===== config.mk =====
export PLATFORM = sky130hd
export DESIGN_NAME = seq_det_sched
export DESIGN_NICKNAME = d
export VERILOG_FILES = /design/src/rtl/seq_det_sched.sv
export SDC_FILE = /design/constraint.sdc
export NUM_CORES = 1
export LEC_CHECK = 0
export BUFFER_PORTS_ARGS = -buffer_cell sky130_fd_sc_hd__buf_4
export CAP_MARGIN = 30
export CORE_ASPECT_RATIO = 0.6
export CORE_MARGIN = 3
export CORE_UTILIZATION = 30
export CTS_CLUSTER_DIAMETER = 150
export DETAILED_ROUTE_END_ITERATION = 10
export GPL_ROUTABILITY_DRIVEN = 1
export GPL_TIMING_DRIVEN = 0
export PLACE_DENSITY = 0.49
export SLEW_MARGIN = 20
export SYNTH_ARGS = -nofsm -noshare
export SYNTH_HDL_FRONTEND = slang
export SYNTH_SLANG_ARGS = --single-unit
export TNS_END_PERCENT = 30

===== constraint.sdc =====
create_clock -name i_clk -period 2.6 [get_ports i_clk]
set_input_delay 0.13 -clock i_clk [delete_from_list [all_inputs] [get_ports i_clk]]
set_output_delay 0.13 -clock i_clk [all_outputs]
set_load 0.02 [all_outputs]

===== src/rtl/seq_det_sched.sv =====
// Round-robin scheduler that streams one W-bit frame at a time, LSB first, into a shared
// serial 4-ones detector and returns the number of detector pulses with the requester ID.
module seq_det_sched #(
  parameter int N_REQ = 4,
  parameter int W     = 8,
  parameter int IDW   = $clog2(N_REQ),
  parameter int CW    = $clog2(W + 1)
) (
  input  logic               i_clk,
  input  logic               i_rst_n,
  input  logic [N_REQ-1:0]   i_req_valid,
  input  logic [N_REQ*W-1:0] i_req_data,
  output logic [N_REQ-1:0]   o_req_ready,
  output logic               o_det_x,
  input  logic               i_det_y,
  output logic               o_rsp_valid,
  input  logic               i_rsp_ready,
  output logic [IDW-1:0]     o_rsp_id,
  output logic [CW-1:0]      o_rsp_count,
  output logic               o_busy
);

  localparam int              BW       = $clog2(W);
  localparam logic [BW-1:0]   LAST_BIT = BW'(W - 1);
  localparam logic [IDW-1:0]  LAST_REQ = IDW'(N_REQ - 1);
  localparam logic [CW-1:0]   CNT_MAX  = {CW{1'b1}};

  typedef enum logic [1:0] {
    IDLE  = 2'd0,
    SHIFT = 2'd1,
    DRAIN = 2'd2,
    RESP  = 2'd3
  } state_t;

  state_t          state_r;
  state_t          state_nxt_s;
  logic [IDW-1:0]  last_r;
  logic [IDW-1:0]  id_r;
  logic [IDW-1:0]  gidx_s;
  logic            gfound_s;
  logic [W-1:0]    shreg_r;
  logic [BW-1:0]   bitcnt_r;
  logic [CW-1:0]   count_r;
  logic            x_r;
  logic            rsp_valid_r;
  logic            count_en_s;

  function automatic logic [IDW-1:0] rr_idx(input logic [IDW-1:0] base, input int off);
    return IDW'((int'(base) + off) % N_REQ);
  endfunction

  // Round-robin search starting just after the previous winner
  always_comb begin
    gfound_s = 1'b0;
    gidx_s   = last_r;
    for (int i = 1; i <= N_REQ; i++) begin
      if (!gfound_s && i_req_valid[rr_idx(last_r, i)]) begin
        gfound_s = 1'b1;
        gidx_s   = rr_idx(last_r, i);
      end else begin
        gfound_s = gfound_s;
      end
    end
  end

  // Accept pulse is combinational so it pairs with valid in the same IDLE cycle
  always_comb begin
    o_req_ready = '0;
    if (i_rst_n && gfound_s && (state_r == IDLE)) begin
      o_req_ready[gidx_s] = 1'b1;
    end else begin
      o_req_ready = '0;
    end
  end

  // State register
  always_ff @(posedge i_clk or negedge i_rst_n) begin
    if (!i_rst_n) begin
      state_r <= IDLE;
    end else begin
      state_r <= state_nxt_s;
    end
  end

  // Next-state logic
  always_comb begin
    state_nxt_s = state_r;
    case (state_r)
      IDLE:    state_nxt_s = gfound_s ? SHIFT : IDLE;
      SHIFT:   state_nxt_s = (bitcnt_r == LAST_BIT) ? DRAIN : SHIFT;
      DRAIN:   state_nxt_s = RESP;
      RESP:    state_nxt_s = i_rsp_ready ? IDLE : RESP;
      default: state_nxt_s = IDLE;
    endcase
  end

  // The first SHIFT cycle's y reflects idle zeros; DRAIN catches the final bit's y
  assign count_en_s = i_det_y &&
                      (((state_r == SHIFT) && (bitcnt_r != '0)) || (state_r == DRAIN));

  // Frame datapath, detector drive and response registers
  always_ff @(posedge i_clk or negedge i_rst_n) begin
    if (!i_rst_n) begin
      last_r      <= LAST_REQ;
      id_r        <= '0;
      shreg_r     <= '0;
      bitcnt_r    <= '0;
      count_r     <= '0;
      x_r         <= 1'b0;
      rsp_valid_r <= 1'b0;
    end else begin
      case (state_r)
        IDLE: begin
          if (gfound_s) begin
            shreg_r  <= i_req_data[int'(gidx_s)*W +: W];
            x_r      <= i_req_data[int'(gidx_s)*W];
            last_r   <= gidx_s;
            id_r     <= gidx_s;
            count_r  <= '0;
            bitcnt_r <= '0;
          end
        end
        SHIFT: begin
          shreg_r <= shreg_r >> 1;
          if (bitcnt_r == LAST_BIT) begin
            bitcnt_r <= '0;
            x_r      <= 1'b0;
          end else begin
            bitcnt_r <= bitcnt_r + BW'(1);
            x_r      <= shreg_r[1];
          end
        end
        DRAIN: begin
          x_r         <= 1'b0;
          rsp_valid_r <= 1'b1;
        end
        RESP: begin
          if (i_rsp_ready) begin
            rsp_valid_r <= 1'b0;
          end
        end
        default: begin
          x_r         <= 1'b0;
          rsp_valid_r <= 1'b0;
        end
      endcase
      if (count_en_s && (count_r != CNT_MAX)) begin
        count_r <= count_r + CW'(1);
      end
    end
  end

  assign o_det_x     = x_r;
  assign o_rsp_valid = rsp_valid_r;
  assign o_rsp_id    = id_r;
  assign o_rsp_count = count_r;
  assign o_busy      = (state_r != IDLE);

endmodule


After elaboration in Yosys (flattened, before gate mapping)
Index checks and enable logic that the tools add are counted.
{"block": "word_totals", "inputBits": 40, "regBits": 23, "out_inout_bits": 13}
{"block": "classes", "reduce_logical": 26, "n_shift": 1, "eq_ne": 7, "magnitude_cmp": 7, "mux": 38, "addsub": 6}
{"cell": "$shiftx 32x6->8", "count": 1}
{"cell": "$mux 4", "count": 4}
{"cell": "$pmux 8 s2", "count": 1}
{"cell": "$lt 2x3->1 const B", "count": 5}
{"cell": "$mux 1", "count": 14}
{"cell": "$mux 2", "count": 6}
{"cell": "$bmux 1 s2", "count": 5}
{"cell": "$reduce_and 2->1", "count": 5}
{"cell": "$reduce_bool 2->1", "count": 5}
{"cell": "$logic_and 1x1->1", "count": 9}
{"cell": "$mux 8", "count": 1}
{"cell": "$pmux 2 s4", "count": 1}
{"cell": "$lt 5x6->1 const B", "count": 1}
{"cell": "$mux 3", "count": 2}
{"cell": "$pmux 3 s2", "count": 1}
{"cell": "$reduce_bool 3->1", "count": 2}
{"cell": "$add 2x1->2 const B", "count": 2}
{"cell": "$add 2x2->2 const B", "count": 2}
{"cell": "$add 4x1->4 const B", "count": 1}
{"cell": "$eq 2x2->1 const B", "count": 2}
{"cell": "$ne 2x2->1 const B", "count": 2}
{"cell": "$ne 4x4->1 const B", "count": 1}
{"cell": "$add 3x1->3 const B", "count": 1}
{"cell": "$eq 3x3->1 const B", "count": 1}
{"cell": "8 further kinds", "count": 10}

Logic depth before layout (Yosys ltp)
{"block": "logic_depth", "depth_word": 18, "depth_mapped": 8, "depth_no_buf": 7}

Worst setup path before layout
No wires, ideal clock.
{"block": "synth_timing", "path_kind": "reg-to-reg", "from": "reg last_r[1]", "to": "reg shreg_r[4]", "path_slack_ps": 596, "stages_incl_launch_ff": 9, "n_path_buf": 3, "t_arrival_ps": 1878, "required_ps": 2474, "cell_sequence": "dfstp_2 > buf_6 > mux2i_1 > a221oi_1 > buf_4 > buf_6 > mux2i_1 > mux2i_1 > a221o_1"}
{"block": "synth_via", "elab_chain_len": 16}
{"item": "start: declaration", "line_no": "37", "text": "logic [IDW-1:0] last_r;"}
{"item": "start signal: assignment", "line_no": "117", "text": "last_r <= gidx_s;"}
{"item": "$add 2x1->2", "line_no": "49", "text": "return IDW'((int'(base) + off) % N_REQ);"}
{"item": "$bmux 1 s2", "line_no": "57", "text": "if (!gfound_s && i_req_valid[rr_idx(last_r, i)]) begin"}
{"item": "$mux 1 (not written as such)", "line_no": "57"}
{"item": "$mux 1", "line_no": "57"}
{"item": "$logic_not 1->1", "line_no": "57"}
{"item": "$logic_and 1x1->1", "line_no": "57"}
{"item": "$mux 1", "line_no": "57"}
{"item": "$logic_not 1->1", "line_no": "57"}
{"item": "$logic_and 1x1->1", "line_no": "57"}
{"item": "$mux 1", "line_no": "57"}
{"item": "$logic_not 1->1", "line_no": "57"}
{"item": "$logic_and 1x1->1", "line_no": "57"}
{"item": "$mux 2", "line_no": "57"}
{"item": "$shiftx 32x6->8", "line_no": "115", "text": "shreg_r <= i_req_data[int'(gidx_s)*W +: W];"}
{"item": "$mux 8", "line_no": "114", "text": "if (gfound_s) begin"}
{"item": "$pmux 8 s2", "line_no": "112", "text": "case (state_r)"}
{"item": "end signal: assignment", "line_no": "115"}
{"item": "end signal: assignment", "line_no": "124", "text": "shreg_r <= shreg_r >> 1;"}
{"item": "end: declaration", "line_no": "41", "text": "logic [W-1:0] shreg_r;"}
Several ways; a longest one is shown, not always the timed one. The select of a mux whose other input is x is not followed.
A chain may end at the register's enable or synchronous reset.

Worst setup path in the final report
{"block": "layout_timing", "from": "reg last_r[1]", "to": "out o_req_ready[0]"}
{"block": "layout_via", "elab_chain_len": 18}
{"item": "$add 2x1->2", "line_no": "49"}
{"item": "$bmux 1 s2", "line_no": "57"}
{"item": "$mux 1 (not written as such)", "line_no": "57"}
{"item": "$mux 1", "line_no": "57"}
{"item": "$logic_not 1->1", "line_no": "57"}
{"item": "$logic_and 1x1->1", "line_no": "57"}
{"item": "$mux 1", "line_no": "57"}
{"item": "$logic_not 1->1", "line_no": "57"}
{"item": "(+2 left out)"}
{"item": "$logic_not 1->1", "line_no": "57"}
{"item": "$logic_and 1x1->1", "line_no": "57"}
{"item": "$mux 2", "line_no": "57"}
{"item": "$lt 2x3->1 (not written as such) / $ge 2x1->1 (equally long branches)", "line_no": "70", "text": "o_req_ready[gidx_s] = 1'b1;"}
{"item": "$logic_and 1x1->1 (not written as such)", "line_no": "70"}
{"item": "$mux 1 (not written as such)", "line_no": "70"}
{"item": "$demux 1 s2", "line_no": "70"}
{"item": "$mux 4 *", "line_no": "69", "text": "if (i_rst_n && gfound_s && (state_r == IDLE)) begin"}
{"item": "end: declaration", "line_no": "13", "text": "output logic [N_REQ-1:0] o_req_ready,"}
Every way passes the cells marked *; elsewhere a longest branch is shown, timed or not. The select of a mux whose other input is x is not followed.

==> impl_metrics.py <==
metrics = {
    "run_status": {
        "outcome": "finished clean",
    },
    "cts": {
        "clkLatencyLatePin_ns": 0.27,
        "cts_setup_buffers": 0,
        "numCtsBuffers": 3,
        "ctsRootBufferMaster": "clkbuf_8",
        "path_clk_slew_ns": 0.09,
        "cts_resized": 0,
        "clk_path_buf_depth": 2,
        "cts_tree": "built",
        "clock_sink_count": 22,
        "htreeDepth": 1,
    },
    "timing": {
        "rsz0062_at_grt": "false",
        "fin_crit_sh": 0.906,
        "setup-tns-final_ns": 0,
        "relSlewSlack": 0.569,
        "max_freq_mhz": 424,
        "holdWs_ns": 0.141,
        "maxSlewViolCount": 0,
        "finalCriticalPeriod_ns": 2.36,
        "tightest_slew_ns": 0.646,
        "finalHoldViolCount": 0,
        "final.setup.worst_slack_ns": 0.244,
        "final-setup-viol-count": 0,
        "clock_skew_ns": 0.00960,
    },
    "route": {
        "drt-total-wl_um": 4070,
        "vias": 1358,
        "drtIter0Drc": 65,
        "vias_per_cell": 4.94,
        "postRouteAntennaNets": 0,
        "wire_per_inst_um": 14.8,
        "firstDrtPassIters": 4,
        "drc": 0,
    },
    "floorplanning": {
        "die_w_um": 98.4,
        "ioPinCount": 53,
        "rows": 19,
        "start_util": 0.323,
        "core_um2": 4750,
        "die_h_um": 61.4,
        "die_area_um2": 6040,
    },
    "critical_path": {
        "path_cells": "buf_6 -> mux2i_1 -> a221oi_1 -> buf_4 -> buf_6 -> nand3_1 -> nor2b_1 -> buf_4",
        "critPathMaxStageDelay_ns": 0.54,
        "critPathCaptureType": "output pin",
        "crit_arrival_ns": 2.23,
        "cp_slowest_cell": "dfstp_2",
        "worst-setup-path-type": "register to output pin",
        "cp-start-kind": "register",
        "reg2regPathDepth": 8,
        "crit_fanout": 10,
        "worstPathRequired_ns": 2.47,
    },
    "logic_synthesis": {
        "ys_ff_latch": 22,
        "yosysSeqAreaShare": 0.360,
        "yosysWarnings": 0,
        "synth_area_leaders": "dfrtp_1 (33%), mux2i_1 (16%), ha_1 (8.1%), a221o_1 (3.9%), dfstp_2 (3.4%)",
        "netlist.area_leader.share": 0.326,
        "synth_area_leader_cell": "dfrtp_1",
        "syn_avg_cell_area_um2": 9.91,
        "yosysUniqueCellTypes": 39,
        "syn_nets": 205,
        "synth_cells": 155,
        "syn_area_um2": 1540,
    },
    "layout": {
        "n_antenna_cell": 0,
        "nNetsFinal": 263,
        "drive_above_1_share": 0.325,
        "syn_to_final_growth_pct": 34.8,
        "stdcell_count": 275,
        "fin_util": 0.436,
    },
    "grt": {
        "grt_usage": 0.134,
        "first_global_vias": 1319,
        "antenna_found_initial": 0,
        "grt_first_pass_wirelength_um": 6330,
        "grt_overflow": 0,
        "grt_max_degree": 25,
    },
    "worst_hold_path": {
        "holdPathStages": 3,
        "hold_class": "input pin to register",
    },
    "pwr": {
        "peakVddDrop_mv": 0.275,
        "leakage_nw": 1.05,
        "power_density_nw_per_um2": 1130,
    },
    "placed_design": {
        "portBuffers": 52,
        "routabilityCongestion": 0.799,
        "place_ws_ns": 0.238,
        "dp_cells": 270,
        "place_hpwl_um": 3190,
    },
    "flow_run": {
        "drv_cap": 0,
    },
}
-- per-layer routing --
metal / up-vias / global-route usage / wire, um
li1: 685 / - / -
met2: 32 / 0.218 / 1870
met5: - / 0 / 0
met1: 641 / 0.188 / 2010
met3: 0 / 0.0317 / 191
met4: 0 / 0.0233 / 0
-- repair_timing --
item                                    4_1_cts  5_1_grt
endpoints found under the setup margin        0        0
hold endpoints to repair                     20        0
hold buffers                                  1        0
-- sequential cells by signal, indices dropped and copies added, names as in the netlist --
| name | cells |
|---|---|
| o_rsp_valid | 1 |
| o_rsp_count | 4 |
| last_r | 2 |
| bitcnt_r | 3 |
| o_rsp_id | 2 |
| state_r | 2 |
| shreg_r | 7 |
| o_det_x | 1 |
-- power breakdown --
| group | total, mW | internal, mW | switching (mW) | leakage, nW |
|---|---|---|---|---|
| Clock | 0.252 | 0.135 | 0.117 | 0.0288 |
| Combinational | 1.44 | 0.667 | 0.773 | 0.756 |
| Sequential | 0.642 | 0.516 | 0.126 | 0.267 |
| Total | 2.33 | 1.32 | 1.02 | 1.05 |
-- synth_stat cells (all sizes together) --
cell type,number
a32o,1
or2,1
o221ai,1
a221oi,1
a221o,6
o21ai,5
o31ai,1
nor2b,2
a21o,4
inv,9
nor2,12
nor3b,1
or3,2
o2bb2ai,1
nand3,9
a31o,1
a21oi,9
mux2i,25
o221a,1
nand3b,2
and3b,1
and3,6
nor4,1
nand2b,1
clkbuf,1
and2b,1
buf,4
a22oi,2
ha,10
a21boi,1
or4,1
a2bb2oi,1
nand2,8
dfrtp,20
nor3,1
dfstp,2
-- per-stage QoR --
step / power (mW) / cell area, um^2
4_1_cts: 2.36 / 2070
6_report: 2.33 / 2070
3_5_place_dp: 2.09 / 2010
2_1_floorplan: 1.67 / 1540
5_1_grt: 2.54 / 2070
3_3_place_gp: 2.05 / 2010
-- final timing paths --
| check | from | endpoint | slack (ns) |
|---|---|---|---|
| worst max-delay path | last_r[1] | o_req_ready[0] | 0.24 |
| worst max register to register | last_r[1] | shreg_r[5] | 0.28 |
| worst min-delay path | i_rsp_ready | o_rsp_valid | 0.14 |
| worst min register to register | shreg_r[7] | shreg_r[7] | 0.49 |
| min in group asynchronous | i_rst_n | state_r[0] | 0.29 |
| max in group asynchronous | i_rst_n | last_r[1] | 2.02 |
-- cells by family (layout without fill, tap and decap cells) --
| family | after synthesis | after routing | share of synthesized area |
|---|---|---|---|
| multiplexers | 25 | 25 | 0.163 |
| AND/OR/NAND/NOR | 49 | 49 | 0.169 |
| buffers and inverters | 14 | 71 | 0.0513 |
| adder cells (fa/ha/maj) | 10 | 10 | 0.0814 |
| flip-flops | 22 | 22 | 0.360 |
| AO/OA/AOI/OAI | 35 | 35 | 0.176 |
-- final cells by class --
cell class	count	area, um^2
Clock buffer	4	55.1
Tap cell	63	78.8
Fill cell	469	2680
Buffer	5	45.0
Multi-Input combinational cell	119	905
Sequential cell	22	553
Timing Repair Buffer	53	400
Inverter	9	33.8
-- worst max-delay path, delay by kind of cell, from the launching register on --
family,cells,cell delay [ns]
muxes,1,0.07
buffers and inverters,4,0.74
and+or+nand+nor,2,0.24
DFF,1,0.54
AOI/OAI and AO/OA,1,0.36
-- cells in the final DEF (no fill, tap or decap), types with 4 or more instances in the layout --
master	n
buf_4	53
mux2i_1	25
dfrtp_1	20
nor2_1	11
ha_1	10
inv_1	9
a21oi_1	9
nand3_1	9
nand2_1	8
and3_1	6
a221o_1	6
o21ai_0	5
clkbuf_8	4
Power figures use the tool's default switching activity.
